<file path="src/rtl/mult_sequencer_pkg.sv">
// Shared types and constants for the MULT/MULTU sequencer: FSM state encodings,
// default operand width and the MIPS func codes that drive it.
package mult_sequencer_pkg;

  localparam int unsigned DATA_W = 32;

  typedef enum logic [1:0] {
    MS_IDLE = 2'd0,
    MS_BUSY = 2'd1,
    MS_FIX  = 2'd2
  } ms_state_e;

  localparam logic [5:0] FUNC_MFHI  = 6'h10;
  localparam logic [5:0] FUNC_MFLO  = 6'h12;
  localparam logic [5:0] FUNC_MULT  = 6'h18;
  localparam logic [5:0] FUNC_MULTU = 6'h19;

endpackage

</file>
<file path="src/rtl/mult_sequencer_if.sv">
// Decode-side request / HI-LO response bundle between the control unit and the
// multiply sequencer.
interface mult_sequencer_if
  import mult_sequencer_pkg::*;
#(
  parameter int unsigned WIDTH = DATA_W
) ();

  logic             mult_en;
  logic             mult_sign;
  logic [WIDTH-1:0] rs_data;
  logic [WIDTH-1:0] rt_data;
  logic             mfhi_req;
  logic             mflo_req;
  logic             stall;
  logic             busy;
  logic             done;
  logic [WIDTH-1:0] hi;
  logic [WIDTH-1:0] lo;

  modport master (
    output mult_en, mult_sign, rs_data, rt_data, mfhi_req, mflo_req,
    input  stall, busy, done, hi, lo
  );

  modport slave (
    input  mult_en, mult_sign, rs_data, rt_data, mfhi_req, mflo_req,
    output stall, busy, done, hi, lo
  );

endinterface

</file>
<file path="src/rtl/mult_datapath.sv">
// Shift-add datapath: operand magnitudes, 2*WIDTH accumulator and final sign fix.
// Build option MULT_EARLY_TERM_EN ends the loop once the remaining multiplier is zero.
module mult_datapath
  import mult_sequencer_pkg::*;
#(
  parameter int unsigned WIDTH = DATA_W
) (
  input  logic               clk,
  input  logic               rst,
  input  logic               load,
  input  logic               step,
  input  logic               sign,
  input  logic [WIDTH-1:0]   rs,
  input  logic [WIDTH-1:0]   rt,
  input  logic               count_last,
  output logic               last_c,
  output logic [2*WIDTH-1:0] product_c
);

  localparam int unsigned PW = 2 * WIDTH;

  logic [PW-1:0]    acc;
  logic [PW-1:0]    mcand;
  logic [WIDTH-1:0] mplier;
  logic             neg;
  logic [WIDTH-1:0] rs_mag;
  logic [WIDTH-1:0] rt_mag;

  // Magnitudes are taken modulo 2^WIDTH, so the most-negative value maps to 2^(WIDTH-1).
  assign rs_mag = (sign && rs[WIDTH-1]) ? (~rs + WIDTH'(1)) : rs;
  assign rt_mag = (sign && rt[WIDTH-1]) ? (~rt + WIDTH'(1)) : rt;

  always_ff @(posedge clk) begin
    if (rst) begin
      acc    <= '0;
      mcand  <= '0;
      mplier <= '0;
      neg    <= 1'b0;
    end else if (load) begin
      acc    <= '0;
      mcand  <= PW'(rs_mag);
      mplier <= rt_mag;
      neg    <= sign & (rs[WIDTH-1] ^ rt[WIDTH-1]);
    end else if (step) begin
      if (mplier[0]) acc <= acc + mcand;
      mcand  <= mcand << 1;
      mplier <= mplier >> 1;
    end
  end

`ifdef MULT_EARLY_TERM_EN
  assign last_c = count_last | (mplier[WIDTH-1:1] == '0);
`else
  assign last_c = count_last;
`endif

  assign product_c = neg ? (~acc + PW'(1)) : acc;

endmodule

</file>
<file path="src/rtl/mult_sequencer.sv">
// MULT/MULTU sequencer top: FSM, step counter, pipeline stall and the HI/LO pair.
// Timing depends on build option MULT_EARLY_TERM_EN (see mult_datapath).
module mult_sequencer
  import mult_sequencer_pkg::*;
#(
  parameter int unsigned WIDTH = DATA_W
) (
  input logic             clk,
  input logic             rst,
  mult_sequencer_if.slave bus
);

  localparam int unsigned CNT_W = $clog2(WIDTH);

  ms_state_e          state;
  ms_state_e          state_next;
  logic [CNT_W-1:0]   count;
  logic [WIDTH-1:0]   hi;
  logic [WIDTH-1:0]   lo;
  logic               done;
  logic               load_c;
  logic               step_c;
  logic               fix_c;
  logic               count_last_c;
  logic               last_c;
  logic [2*WIDTH-1:0] product_c;

  assign count_last_c = (count == CNT_W'(WIDTH - 1));

  mult_datapath #(.WIDTH(WIDTH)) u_datapath (
    .clk        (clk),
    .rst        (rst),
    .load       (load_c),
    .step       (step_c),
    .sign       (bus.mult_sign),
    .rs         (bus.rs_data),
    .rt         (bus.rt_data),
    .count_last (count_last_c),
    .last_c     (last_c),
    .product_c  (product_c)
  );

  always_comb begin
    state_next = state;
    load_c     = 1'b0;
    step_c     = 1'b0;
    fix_c      = 1'b0;
    case (state)
      MS_IDLE: begin
        if (bus.mult_en) begin
          load_c     = 1'b1;
          state_next = MS_BUSY;
        end
      end
      MS_BUSY: begin
        step_c = 1'b1;
        if (last_c) state_next = MS_FIX;
      end
      MS_FIX: begin
        fix_c      = 1'b1;
        state_next = MS_IDLE;
      end
      default: state_next = MS_IDLE;
    endcase
  end

  // HI/LO only change as a pair on the FIX->IDLE edge.
  always_ff @(posedge clk) begin
    if (rst) begin
      state <= MS_IDLE;
      count <= '0;
      hi    <= '0;
      lo    <= '0;
      done  <= 1'b0;
    end else begin
      state <= state_next;
      done  <= fix_c;
      if (load_c)      count <= '0;
      else if (step_c) count <= count + CNT_W'(1);
      if (fix_c) {hi, lo} <= product_c;
    end
  end

  assign bus.busy  = (state != MS_IDLE);
  assign bus.stall = (state != MS_IDLE) & (bus.mfhi_req | bus.mflo_req | bus.mult_en);
  assign bus.done  = done;
  assign bus.hi    = hi;
  assign bus.lo    = lo;

endmodule
</file>
<file path="src/flat_wrapper.sv">
// flat-port wrapper written by rule: the top's interface ports become plain ports
module mult_sequencer_flat import mult_sequencer_pkg::*;
#(
  parameter int unsigned WIDTH = DATA_W
)
  (clk, rst, bus_mult_en, bus_mult_sign, bus_rs_data, bus_rt_data, bus_mfhi_req, bus_mflo_req, bus_stall, bus_busy, bus_done, bus_hi, bus_lo);
  mult_sequencer_if #(.WIDTH(WIDTH)) bus_i ();
  input logic clk;
  input logic rst;
  input wire logic [$bits(bus_i.mult_en)-1:0] bus_mult_en;
  input wire logic [$bits(bus_i.mult_sign)-1:0] bus_mult_sign;
  input wire logic [$bits(bus_i.rs_data)-1:0] bus_rs_data;
  input wire logic [$bits(bus_i.rt_data)-1:0] bus_rt_data;
  input wire logic [$bits(bus_i.mfhi_req)-1:0] bus_mfhi_req;
  input wire logic [$bits(bus_i.mflo_req)-1:0] bus_mflo_req;
  output wire logic [$bits(bus_i.stall)-1:0] bus_stall;
  output wire logic [$bits(bus_i.busy)-1:0] bus_busy;
  output wire logic [$bits(bus_i.done)-1:0] bus_done;
  output wire logic [$bits(bus_i.hi)-1:0] bus_hi;
  output wire logic [$bits(bus_i.lo)-1:0] bus_lo;
  assign bus_i.mult_en = bus_mult_en;
  assign bus_i.mult_sign = bus_mult_sign;
  assign bus_i.rs_data = bus_rs_data;
  assign bus_i.rt_data = bus_rt_data;
  assign bus_i.mfhi_req = bus_mfhi_req;
  assign bus_i.mflo_req = bus_mflo_req;
  assign bus_stall = bus_i.stall;
  assign bus_busy = bus_i.busy;
  assign bus_done = bus_i.done;
  assign bus_hi = bus_i.hi;
  assign bus_lo = bus_i.lo;
  mult_sequencer #(.WIDTH(WIDTH)) u_core (.clk(clk), .rst(rst), .bus(bus_i));
endmodule
</file>
<file path="config.mk">
export PLATFORM = sky130hd
export DESIGN_NAME = mult_sequencer_flat
export DESIGN_NICKNAME = d
export VERILOG_FILES = /design/src/rtl/mult_sequencer_pkg.sv /design/src/rtl/mult_sequencer_if.sv /design/src/rtl/mult_datapath.sv /design/src/rtl/mult_sequencer.sv /design/src/flat_wrapper.sv
export SDC_FILE = /design/constraint.sdc
export NUM_CORES = 1
export LEC_CHECK = 0
export ABC_AREA = 1
export BUFFER_PORTS_ARGS = -buffer_cell sky130_fd_sc_hd__buf_4
export CAP_MARGIN = 20
export CELL_PAD_IN_SITES_DETAIL_PLACEMENT = 1
export CELL_PAD_IN_SITES_GLOBAL_PLACEMENT = 2
export CORE_AREA = 2 2 239 241
export DETAILED_ROUTE_END_ITERATION = 16
export DIE_AREA = 0 0 241 243
export GPL_TIMING_DRIVEN = 0
export PLACE_DENSITY = 0.95
export SKIP_LAST_GASP = 1
export SYNTH_ARGS = -nofsm -noshare
export SYNTH_HDL_FRONTEND = slang
export SYNTH_SLANG_ARGS = --single-unit
</file>
<file path="constraint.sdc">
create_clock -name clk -period 3.6 [get_ports clk]
set_input_delay 0.54 -clock clk [delete_from_list [all_inputs] [get_ports clk]]
set_output_delay 0.54 -clock clk [all_outputs]
set_load 0.01 [all_outputs]
</file>
==> results.toml <==
[worst_setup_path]
cp.arrival_ns = 3.53
critPathLaunchType = "flop"
crit_path_max_fanout = 4
end_kind = "flop"
crit_type = "flop to flop"
worst_ep_required_time_ns = 4.09

[synthesis]
synth_area_leaders = "dfxtp_1, nand2_1, inv_1, nor2_1, a21oi_1"
synthArstFlopShare = 0
yosysWarnings = 0
postSynthAreaPerCell_um2 = 5.58
synth-seq-area-share = 0.248
synth_top_cell_area_share = 0.248
synth_flop_cell = "dfxtp_1"
synth-edff-count = 0
synth_area_leader_cell = "dfxtp_1"
syn_inst = 3378
syn_nets = 3517
syn_area_um2 = 18800
ys_types = 42
ys_ff_latch = 233

[clock_tree]
cts_setup_buffers = 0
hold_buffers = 0
cts_sinks = 233
cts_buffers = 29
cts_max_level = 1
clockBufferDepth = 3
cts_root_buffer = "clkbuf_16"
path_clk_slew_ns = 0.06
clock_latency_ns = 0.60
cts_tree = "done"
ctsResizeCount = 0

[placed_design]
port-buffer-count = 135
hpwl_um = 67800
dp.cells = 4269
place.gp.congestion = 0.966

[layout]
nFillCells = 7906
fin_cells = 4322
final_layout_size_suffix_gt1_frac = 0.0687
final_nets = 3683
n_antenna_cell = 0
syn2layout_area_growth_pct = 15.9

[timing]
finalMaxSlewViolations = 0
setup_viol = 0
finalClockSkew_ns = 0.0186
fmax_ghz = 0.329
tightestPinTransition_ns = 1.09
maxSlewHeadroom = 0.276
finalCritPeriodShare = 0.844
grt_setup_unrepaired = "no"
final-hold-violation-count = 0
period_needed_ns = 3.04
finalSetupTns_ns = 0

[floorplan]
dieArea_um2 = 58600
io_pins = 137
die_w_um = 241
start_util = 0.337
core_area_um2 = 56000
die_y_um = 243
rows = 87

[detailed_routing]
wl_met2_um = 37800
route.detailed.wl_per_inst_um = 18.5
routed_wl_um = 80200
viasPerCell = 4.92
route.met3.wl_um = 2310
drt_iter0_markers = 1049
drc = 0
top_layer_used = "met4"
dr.pass1.iters = 5
drtAntennaViolNets = 0
m1WireLength_um = 36600
vias = 21272

[pwr]
p_leak_uw = 0.0116
netSwitchingPower_uw = 2370
comb_power_share = 0.188
power.total_uw = 7350
pwr-share-seq = 0.374
power_frac_clock = 0.438
switching_share = 0.322
p_int_uw = 4980
p_per_area_nw_per_um2 = 336
ir_worst_vdd_mv = 0.254

[run]
max-cap-violations = 0

[status]
status = "completed"

[global_routing]
antenna_found_initial = 2
track_usage = 0.272
grt_pass1_wl_um = 123000
grt_overflow = 0
grt_max_degree = 16
first_global_vias = 21369

[worst_hold_path]
min_path_type = "input port to flop"
-- path summary, 6_finish.rpt --
check                               start  slack (ns)  cells past startpoint                            to
min                        bus_rs_data[0]        0.23                      3    u_core.u_datapath.mcand[0]
max            u_core.u_datapath.mcand[0]        0.56                     15     u_core.u_datapath.acc[56]
max reg2reg    u_core.u_datapath.mcand[0]        0.56                     15     u_core.u_datapath.acc[56]
min reg2reg  u_core.u_datapath.mplier[15]        0.47                      2  u_core.u_datapath.mplier[15]
-- area by class of cell --
class	instances	area, um^2	share of cell area
plain buffers	98	393	0.0180
clock buffers	34	774	0.0355
clock inverters	19	262	0.0120
inverters	591	2220	0.102
multi-input cells	2456	11600	0.530
flip-flops and latches	233	4660	0.214
well taps	756	946	0.0433
repair buffers	135	1010	0.0464
-- worst max-delay path, cell delays in order, from the launching register on --
cell	delay, ns
dfxtp_1	0.48
ha_1	0.24
inv_1	0.06
fa_1	0.41
inv_1	0.13
nand3_1	0.08
nand2_1	0.21
nand2_1	0.08
nand2_1	0.17
nand2_1	0.09
nand3_1	0.28
nand3_1	0.20
nand3_1	0.13
nand3_1	0.19
nand2_1	0.14
inv_1	0.04
-- cell usage after synthesis, types with 6 or more instances --
master	number
nand2_2	6
a21oi_1	240
buf_1	6
xor2_1	80
buf_2	20
o21bai_1	14
ha_1	68
o21ai_0	134
nor2_1	373
nor2_4	6
dfxtp_1	233
clkbuf_1	72
o211ai_1	27
nand3_1	186
nor3_1	28
nand2_1	1176
o21ai_1	19
nor4_1	7
inv_1	582
o221ai_1	9
nand4_1	34
-- cells by family (layout without fill, tap and decap cells) --
logic type | Yosys count | in the layout | share of synthesized area
AOI/OAI and AO/OA | 460 | 460 | 0.132
xor gates and xnor gates | 84 | 84 | 0.0390
adders and majority gates | 69 | 69 | 0.0462
buffers and inverters | 689 | 877 | 0.139
DFF | 233 | 233 | 0.248
and+or+nand+nor | 1843 | 1843 | 0.396
-- stage by stage --
stage | utilization | instance area [um^2] | setup slack, ns | hold slack [ns]
finish | 0.390 | 21800 | 0.560 | 0.228
floorplan | - | 18800 | 1.64 | 0.442
CTS | 0.390 | 21800 | 0.545 | 0.202
global placement | 0.372 | 20800 | 0.627 | 0.452
detailed placement | 0.372 | 20800 | 0.586 | 0.455
global route | 0.390 | 21800 | 0.392 | 0.247
-- placed cells by master (no fill, tap or decap), drive strengths merged, types with 4 or more instances in the layout --
cell,instances
a21oi,240
buf,161
bufinv,5
clkbuf,106
clkinv,12
dfxtp,233
ha,68
inv,590
nand2,1185
nand3,190
nand3b,5
nand4,34
nor2,384
nor3,32
nor4,7
o211ai,27
o21ai,157
o21bai,14
o221ai,9
xnor2,4
xor2,80
-- state kept, by name, indices dropped and copies added (netlist names) --
register / count
u_core.bus.done: 1
u_core.bus.hi: 32
u_core.bus.lo: 32
u_core.count: 5
u_core.state: 2
u_core.u_datapath.acc: 64
u_core.u_datapath.mcand: 64
u_core.u_datapath.mplier: 32
u_core.u_datapath.neg: 1
-- metal layers --
layer  vias up  global-route usage
met4         0               0.109
met5         -                   0
met2       386               0.472
li1      10788                   -
met3       132              0.0174
met1      9966               0.349
-- power groups by stage --
stage | clock network [uW] | logic, uW | registers, uW
floorplan | 0 | 866 | 2760
global placement | 0 | 1350 | 2800
detailed placement | 0 | 1360 | 2800
CTS | 3280 | 1370 | 2740
global route | 3370 | 1520 | 2750
finish | 3220 | 1380 | 2750
Power figures use the tool's default switching activity.
